File: src/rtl/serial_subtract_pkg.sv
// -----------------------------------------------------------------------------
// serial_subtract_pkg
//   Shared definitions for the serial subtractor:
//     state_e      - FSM state encoding (IDLE / RUN / DONE)
//     num_digits() - number of RUN cycles for a WIDTH/DIGIT pair
// -----------------------------------------------------------------------------
package serial_subtract_pkg;

  typedef enum logic [1:0] {
    IDLE = 2'd0,
    RUN  = 2'd1,
    DONE = 2'd2
  } state_e;

  // Number of DIGIT-wide slices needed to cover WIDTH bits.
  function automatic int num_digits(input int width, input int digit);
    return width / digit;
  endfunction

endpackage : serial_subtract_pkg

File: src/rtl/digit_subtract.sv
// -----------------------------------------------------------------------------
// digit_subtract
//   Combinational DIGIT-bit ripple-borrow subtractor slice: d = x - y - br_in.
//   Ports:
//     x      in  DIGIT  minuend slice
//     y      in  DIGIT  subtrahend slice
//     br_in  in  1      borrow into bit 0
//     d      out DIGIT  difference slice
//     br_out out 1      borrow out of the top bit
// -----------------------------------------------------------------------------
module digit_subtract #(
  parameter int DIGIT = 1
) (
  input  logic [DIGIT-1:0] x,
  input  logic [DIGIT-1:0] y,
  input  logic             br_in,
  output logic [DIGIT-1:0] d,
  output logic             br_out
);

  // NOTE: every signal written in always_comb gets a value before any branch
  // or loop touches it; otherwise synthesis infers a latch.
  always_comb begin
    logic w_br;
    w_br = br_in;
    d    = '0;
    for (int i = 0; i < DIGIT; i++) begin
      d[i] = x[i] ^ y[i] ^ w_br;
      // Borrow when y beats x outright, or when they tie and a borrow is pending.
      w_br = (~x[i] & y[i]) | (~(x[i] ^ y[i]) & w_br);
    end
    br_out = w_br;
  end

endmodule : digit_subtract

File: src/rtl/serial_subtract.sv
// -----------------------------------------------------------------------------
// serial_subtract
//   Multi-cycle subtractor: diff = a - b - bin (mod 2^WIDTH), DIGIT bits per
//   clock, LSB first, with a registered borrow between cycles.
//   Handshake: start is accepted while ready=1; valid pulses one cycle when
//   diff/bout (and ovf) are final. Latency from the accepting edge is N+1
//   cycles, throughput one operation per N+2 cycles, N = WIDTH/DIGIT.
//   Ports:
//     clk    in  1      clock, rising edge
//     rst    in  1      synchronous active-high reset
//     start  in  1      request, sampled only while ready=1
//     a      in  WIDTH  minuend
//     b      in  WIDTH  subtrahend
//     bin    in  1      borrow-in
//     ready  out 1      idle, can accept start
//     busy   out 1      operation in progress (RUN or DONE)
//     valid  out 1      one-cycle result strobe
//     diff   out WIDTH  difference, held until the next result
//     bout   out 1      borrow-out (a < b + bin), held with diff
//     ovf    out 1      signed overflow, only when SERIAL_SUBTRACT_OVF_EN is
//                       defined
//   Optional feature macro: SERIAL_SUBTRACT_OVF_EN
// -----------------------------------------------------------------------------
module serial_subtract
  import serial_subtract_pkg::*;
#(
  parameter int WIDTH = 8,
  parameter int DIGIT = 1
) (
  input  logic             clk,
  input  logic             rst,
  input  logic             start,
  input  logic [WIDTH-1:0] a,
  input  logic [WIDTH-1:0] b,
  input  logic             bin,
  output logic             ready,
  output logic             busy,
  output logic             valid,
  output logic [WIDTH-1:0] diff,
  output logic             bout
`ifdef SERIAL_SUBTRACT_OVF_EN
  ,
  output logic             ovf
`endif
);

  localparam int N     = num_digits(WIDTH, DIGIT);
  localparam int CNT_W = (N > 1) ? $clog2(N) : 1;

  if ((DIGIT < 1) || (DIGIT > WIDTH) || ((WIDTH % DIGIT) != 0)) begin : g_bad_params
    $error("serial_subtract: WIDTH (%0d) must be a positive multiple of DIGIT (%0d)",
           WIDTH, DIGIT);
  end

  state_e             r_state;
  state_e             w_state_next;
  logic [WIDTH-1:0]   r_a;
  logic [WIDTH-1:0]   r_b;
  logic [WIDTH-1:0]   r_res;
  logic [WIDTH-1:0]   r_diff;
  logic               r_br;
  logic               r_bout;
  logic               r_valid;
  logic [CNT_W-1:0]   r_cnt;
  logic [DIGIT-1:0]   w_d;
  logic               w_br_out;
  logic               w_last;
  logic [WIDTH+DIGIT-1:0] w_res_cat;

`ifdef SERIAL_SUBTRACT_OVF_EN
  logic               r_a_msb;
  logic               r_b_msb;
  logic               r_ovf;
`endif

  // Low digit of each shifting operand against the registered borrow.
  digit_subtract #(
    .DIGIT (DIGIT)
  ) u_digit (
    .x      (r_a[DIGIT-1:0]),
    .y      (r_b[DIGIT-1:0]),
    .br_in  (r_br),
    .d      (w_d),
    .br_out (w_br_out)
  );

  assign w_last = (r_cnt == CNT_W'(N - 1));

  // New digit enters at the MSB end; concatenating first keeps the slice legal
  // even when DIGIT == WIDTH.
  assign w_res_cat = {w_d, r_res};

  // ---------------------------------------------------------------------------
  // State register
  // ---------------------------------------------------------------------------
  // NOTE: clocked state uses non-blocking assignments so every register samples
  // the pre-edge values regardless of statement order.
  always_ff @(posedge clk) begin
    if (rst) r_state <= IDLE;
    else     r_state <= w_state_next;
  end

  // ---------------------------------------------------------------------------
  // Next-state logic
  // ---------------------------------------------------------------------------
  always_comb begin
    w_state_next = r_state;
    case (r_state)
      IDLE:    if (start)  w_state_next = RUN;
      RUN:     if (w_last) w_state_next = DONE;
      DONE:    w_state_next = IDLE;
      default: w_state_next = IDLE;
    endcase
  end

  // ---------------------------------------------------------------------------
  // Output decode
  // ---------------------------------------------------------------------------
  always_comb begin
    ready = 1'b0;
    busy  = 1'b0;
    case (r_state)
      IDLE:      ready = 1'b1;
      RUN, DONE: busy  = 1'b1;
      default:   ;
    endcase
  end

  // ---------------------------------------------------------------------------
  // Datapath
  // ---------------------------------------------------------------------------
  always_ff @(posedge clk) begin
    if (rst) begin
      r_a     <= '0;
      r_b     <= '0;
      r_res   <= '0;
      r_diff  <= '0;
      r_br    <= 1'b0;
      r_bout  <= 1'b0;
      r_valid <= 1'b0;
      r_cnt   <= '0;
`ifdef SERIAL_SUBTRACT_OVF_EN
      r_a_msb <= 1'b0;
      r_b_msb <= 1'b0;
      r_ovf   <= 1'b0;
`endif
    end else begin
      r_valid <= 1'b0;
      case (r_state)
        IDLE: begin
          if (start) begin
            r_a   <= a;
            r_b   <= b;
            r_br  <= bin;
            r_cnt <= '0;
`ifdef SERIAL_SUBTRACT_OVF_EN
            // Operand MSBs shift out during RUN, so keep them for the flag.
            r_a_msb <= a[WIDTH-1];
            r_b_msb <= b[WIDTH-1];
`endif
          end
        end
        RUN: begin
          r_a   <= r_a >> DIGIT;
          r_b   <= r_b >> DIGIT;
          r_res <= w_res_cat[WIDTH+DIGIT-1:DIGIT];
          r_br  <= w_br_out;
          r_cnt <= r_cnt + CNT_W'(1);
        end
        DONE: begin
          r_diff  <= r_res;
          r_bout  <= r_br;
          r_valid <= 1'b1;
`ifdef SERIAL_SUBTRACT_OVF_EN
          r_ovf   <= (r_a_msb ^ r_b_msb) & (r_a_msb ^ r_res[WIDTH-1]);
`endif
        end
        default: ;
      endcase
    end
  end

  assign valid = r_valid;
  assign diff  = r_diff;
  assign bout  = r_bout;
`ifdef SERIAL_SUBTRACT_OVF_EN
  assign ovf   = r_ovf;
`endif

endmodule : serial_subtract

File: config.mk
export PLATFORM = sky130hd
export DESIGN_NAME = serial_subtract
export DESIGN_NICKNAME = d
export VERILOG_FILES = /design/src/rtl/serial_subtract_pkg.sv /design/src/rtl/digit_subtract.sv /design/src/rtl/serial_subtract.sv
export SDC_FILE = /design/constraint.sdc
export NUM_CORES = 1
export LEC_CHECK = 0
export ABC_AREA = 1
export BUFFER_PORTS_ARGS = -buffer_cell sky130_fd_sc_hd__buf_2
export CAP_MARGIN = 20
export CORE_AREA = 2 2 61 63
export CTS_CLUSTER_DIAMETER = 80
export CTS_CLUSTER_SIZE = 24
export DETAILED_ROUTE_END_ITERATION = 12
export DIE_AREA = 0 0 63 65
export PLACE_DENSITY = 0.77
export SYNTH_ARGS = -nofsm -noshare
export SYNTH_HDL_FRONTEND = slang
export SYNTH_SLANG_ARGS = --single-unit
File: constraint.sdc
create_clock -name clk -period 3.5 [get_ports clk]
set_input_delay 0.35 -clock clk [delete_from_list [all_inputs] [get_ports clk]]
set_output_delay 0.35 -clock clk [all_outputs]
set_load 0.05 [all_outputs]
==> run metrics <==
yosys warns=0; initial antenna violation count=0; DR vias/cell=between 4 and 5; Net count, final=314; GP Congestion=a little over 0.7; max_cap viols=0; Worst EP arrival=about 2200 ps; wire per inst=between 9 and 10 um; CORE AREA=3500 um2; DR vias=around 1.6k; Leakage Power=slightly above 1 nW; Clock Tree Buf Depth=2; fin util=57.8%; run status=complete, no violations; P per Cell Area=~970 nW/um2; setup violators final=0; I/O Buffers=31; Top Ports=32; Max Clock Skew=6.62 ps; Mapped Cells=roughly 260; cts hold-fix bufs=0; Hold Crit Class=input port to register; clk root buf=clkbuf_4; Slew @ Worst Pin=898 ps; mapped cell area=between 1500 and 2000 um2; f_max=between 500 and 600 MHz; post_cts resized=0; clock slew at reported path FFs=about 110 ps; Fillers=between 300 and 400; Slew Limit Fails=0; kind of end point of the critical path=register; largest net degree at the start of global routing=39; vias in the first global route=~1.4k; drc violations=0; kind of critical path=register to register; Cell variety after synth=19; minimum clock period=between 1500 and 2000 ps; Synth area leader=dfxtp_1; Rows=22; gr usage total=18.5%; Commonest cells post-synth=nor2_1, nand2_1, dfxtp_1; First-pass DRT Iterations=4; FFs w/ async S/R, synth=0%; Tcrit/Tclk final=between 50% and 60%; Syn Area/Cell=6.96 um2; CTS tree=yes; die width=63 um; Post-synth EDFFs=0; final hold slack=roughly 220 ps; final hold vios=0; clock sinks=40; Num CTS Buffers=5; clk_lat worst skew=about 340 ps; Inserted Diodes=0; Sequential Area=801 um2; HPWL Detailed=~2200 um; Initial Utilization=52.6%; critical-path maximum fanout=20; CP required=around 3800 ps; prevailing post-synth register cell=dfxtp_1; Final ANT Viol Nets=0; share of cells above drive strength 1=approximately 14%; first-pass GRT wire length=6020 um; GR Overflow Total=0; startpoint types=register; Area growth syn-to-layout=9.87%; DIE HEIGHT=approximately 65 um; unrepaired setup endpoints after global routing=false; postcts setup bufs=0; area of the multi-input gates=around 840 um2; Die ar.=between 4000 and 5000 um2; Mapped Nets=291; Seq/Total Area, Yosys=between 40% and 50%; setup_tns=0 ps; most frequent cell after synthesis=nor2_1; top cell type's share of synthesized area=about 44%; Seq cells post-synth=40; depth of the CTS H-tree=2; Rel. slew slack=between 30% and 40%; dominant cells by area after synthesis=dfxtp_1, nor2_1, nand2_1; VDD IR max=0.000377 V; initial DRC count=123; Routed WL=3340 um
==> metal layers <==
metal	share of wire, %	track usage [%]	routed length (um)
met5	0	0	0
met4	1.8	7.50	61
met2	45	30.6	1510
met3	5.4	5.21	179
met1	47	22.8	1580
==> worst paths after layout <==
path / endpoint / slack [ps] / cells after the start / startpoint
setup reg to reg: r_b[4] / 1560 / 6 / r_state[1]
hold / removal: r_cnt[1] / 220 / 2 / rst
hold reg to reg: r_cnt[1] / 500 / 2 / r_cnt[1]
setup / recovery: r_b[4] / 1560 / 6 / r_state[1]
==> cell usage in the layout, fill, tap and decap left out <==
master / Yosys / routed
ha_1: 6 / 6
nor2_1: 72 / 72
o21ai_1: 5 / 5
clkinv_1: 2 / 2
clkbuf_4: 0 / 5
o21ai_2: 1 / 1
o21ai_0: 27 / 27
a21oi_1: 6 / 6
inv_2: 1 / 1
nand3b_1: 1 / 1
buf_2: 3 / 31
clkbuf_8: 0 / 2
inv_1: 24 / 24
fa_1: 1 / 1
nand2_2: 1 / 1
nand2_1: 41 / 41
nand3_1: 21 / 21
dfxtp_1: 40 / 40
==> final cells by class <==
| class | instances | share of cell area (%) |
|---|---|---|
| clock buffer | 7 | 3.22 |
| inverter | 27 | 5.02 |
| multi-input combinational | 182 | 41.4 |
| sequential | 40 | 39.7 |
| tap | 48 | 2.97 |
| timing repair buffer | 31 | 7.68 |
==> flip-flops by register name, summed over array words and instances (netlist names) <==
register / cells
diff: 8
r_a: 8
r_b: 8
r_res: 8
r_cnt: 3
r_state: 2
bout: 1
r_br: 1
valid: 1
==> critical path, stage by stage, from the launching register on <==
cell	delay [ps]
dfxtp_1	340
inv_1	100
ha_1	500
nand2_1	530
nand3_1	210
nand2_1	70
nor2_1	110
==> logic make-up after synthesis <==
kind of cell	after synthesis	synth area share, %
and+or+nand+nor	136	29.5
adders and majority gates	7	5.17
DFF	40	43.6
buffers and inverters	42	10.9
AOI/OAI and AO/OA	39	10.8
==> metrics by stage <==
stage | setup WS, ps | instances | cell area, um2 | total power, mW
after CTS | 1570 | 335 | 2020 | 1.97
after global placement | 1640 | 328 | 1950 | 1.70
final | 1560 | 335 | 2020 | 1.95
after floorplan | 1870 | 264 | 1840 | 1.59
after global routing | 1310 | 335 | 2020 | 2.15
after detailed placement | 1600 | 328 | 1950 | 1.71
==> where the power goes <==
group,total (mW),internal (mW),switching (mW)
logic,0.974,0.284,0.689
registers,0.722,0.641,0.0807
clock network,0.256,0.114,0.142
total,1.95,1.04,0.912
Note: power is estimated with default switching activity, not from simulation.
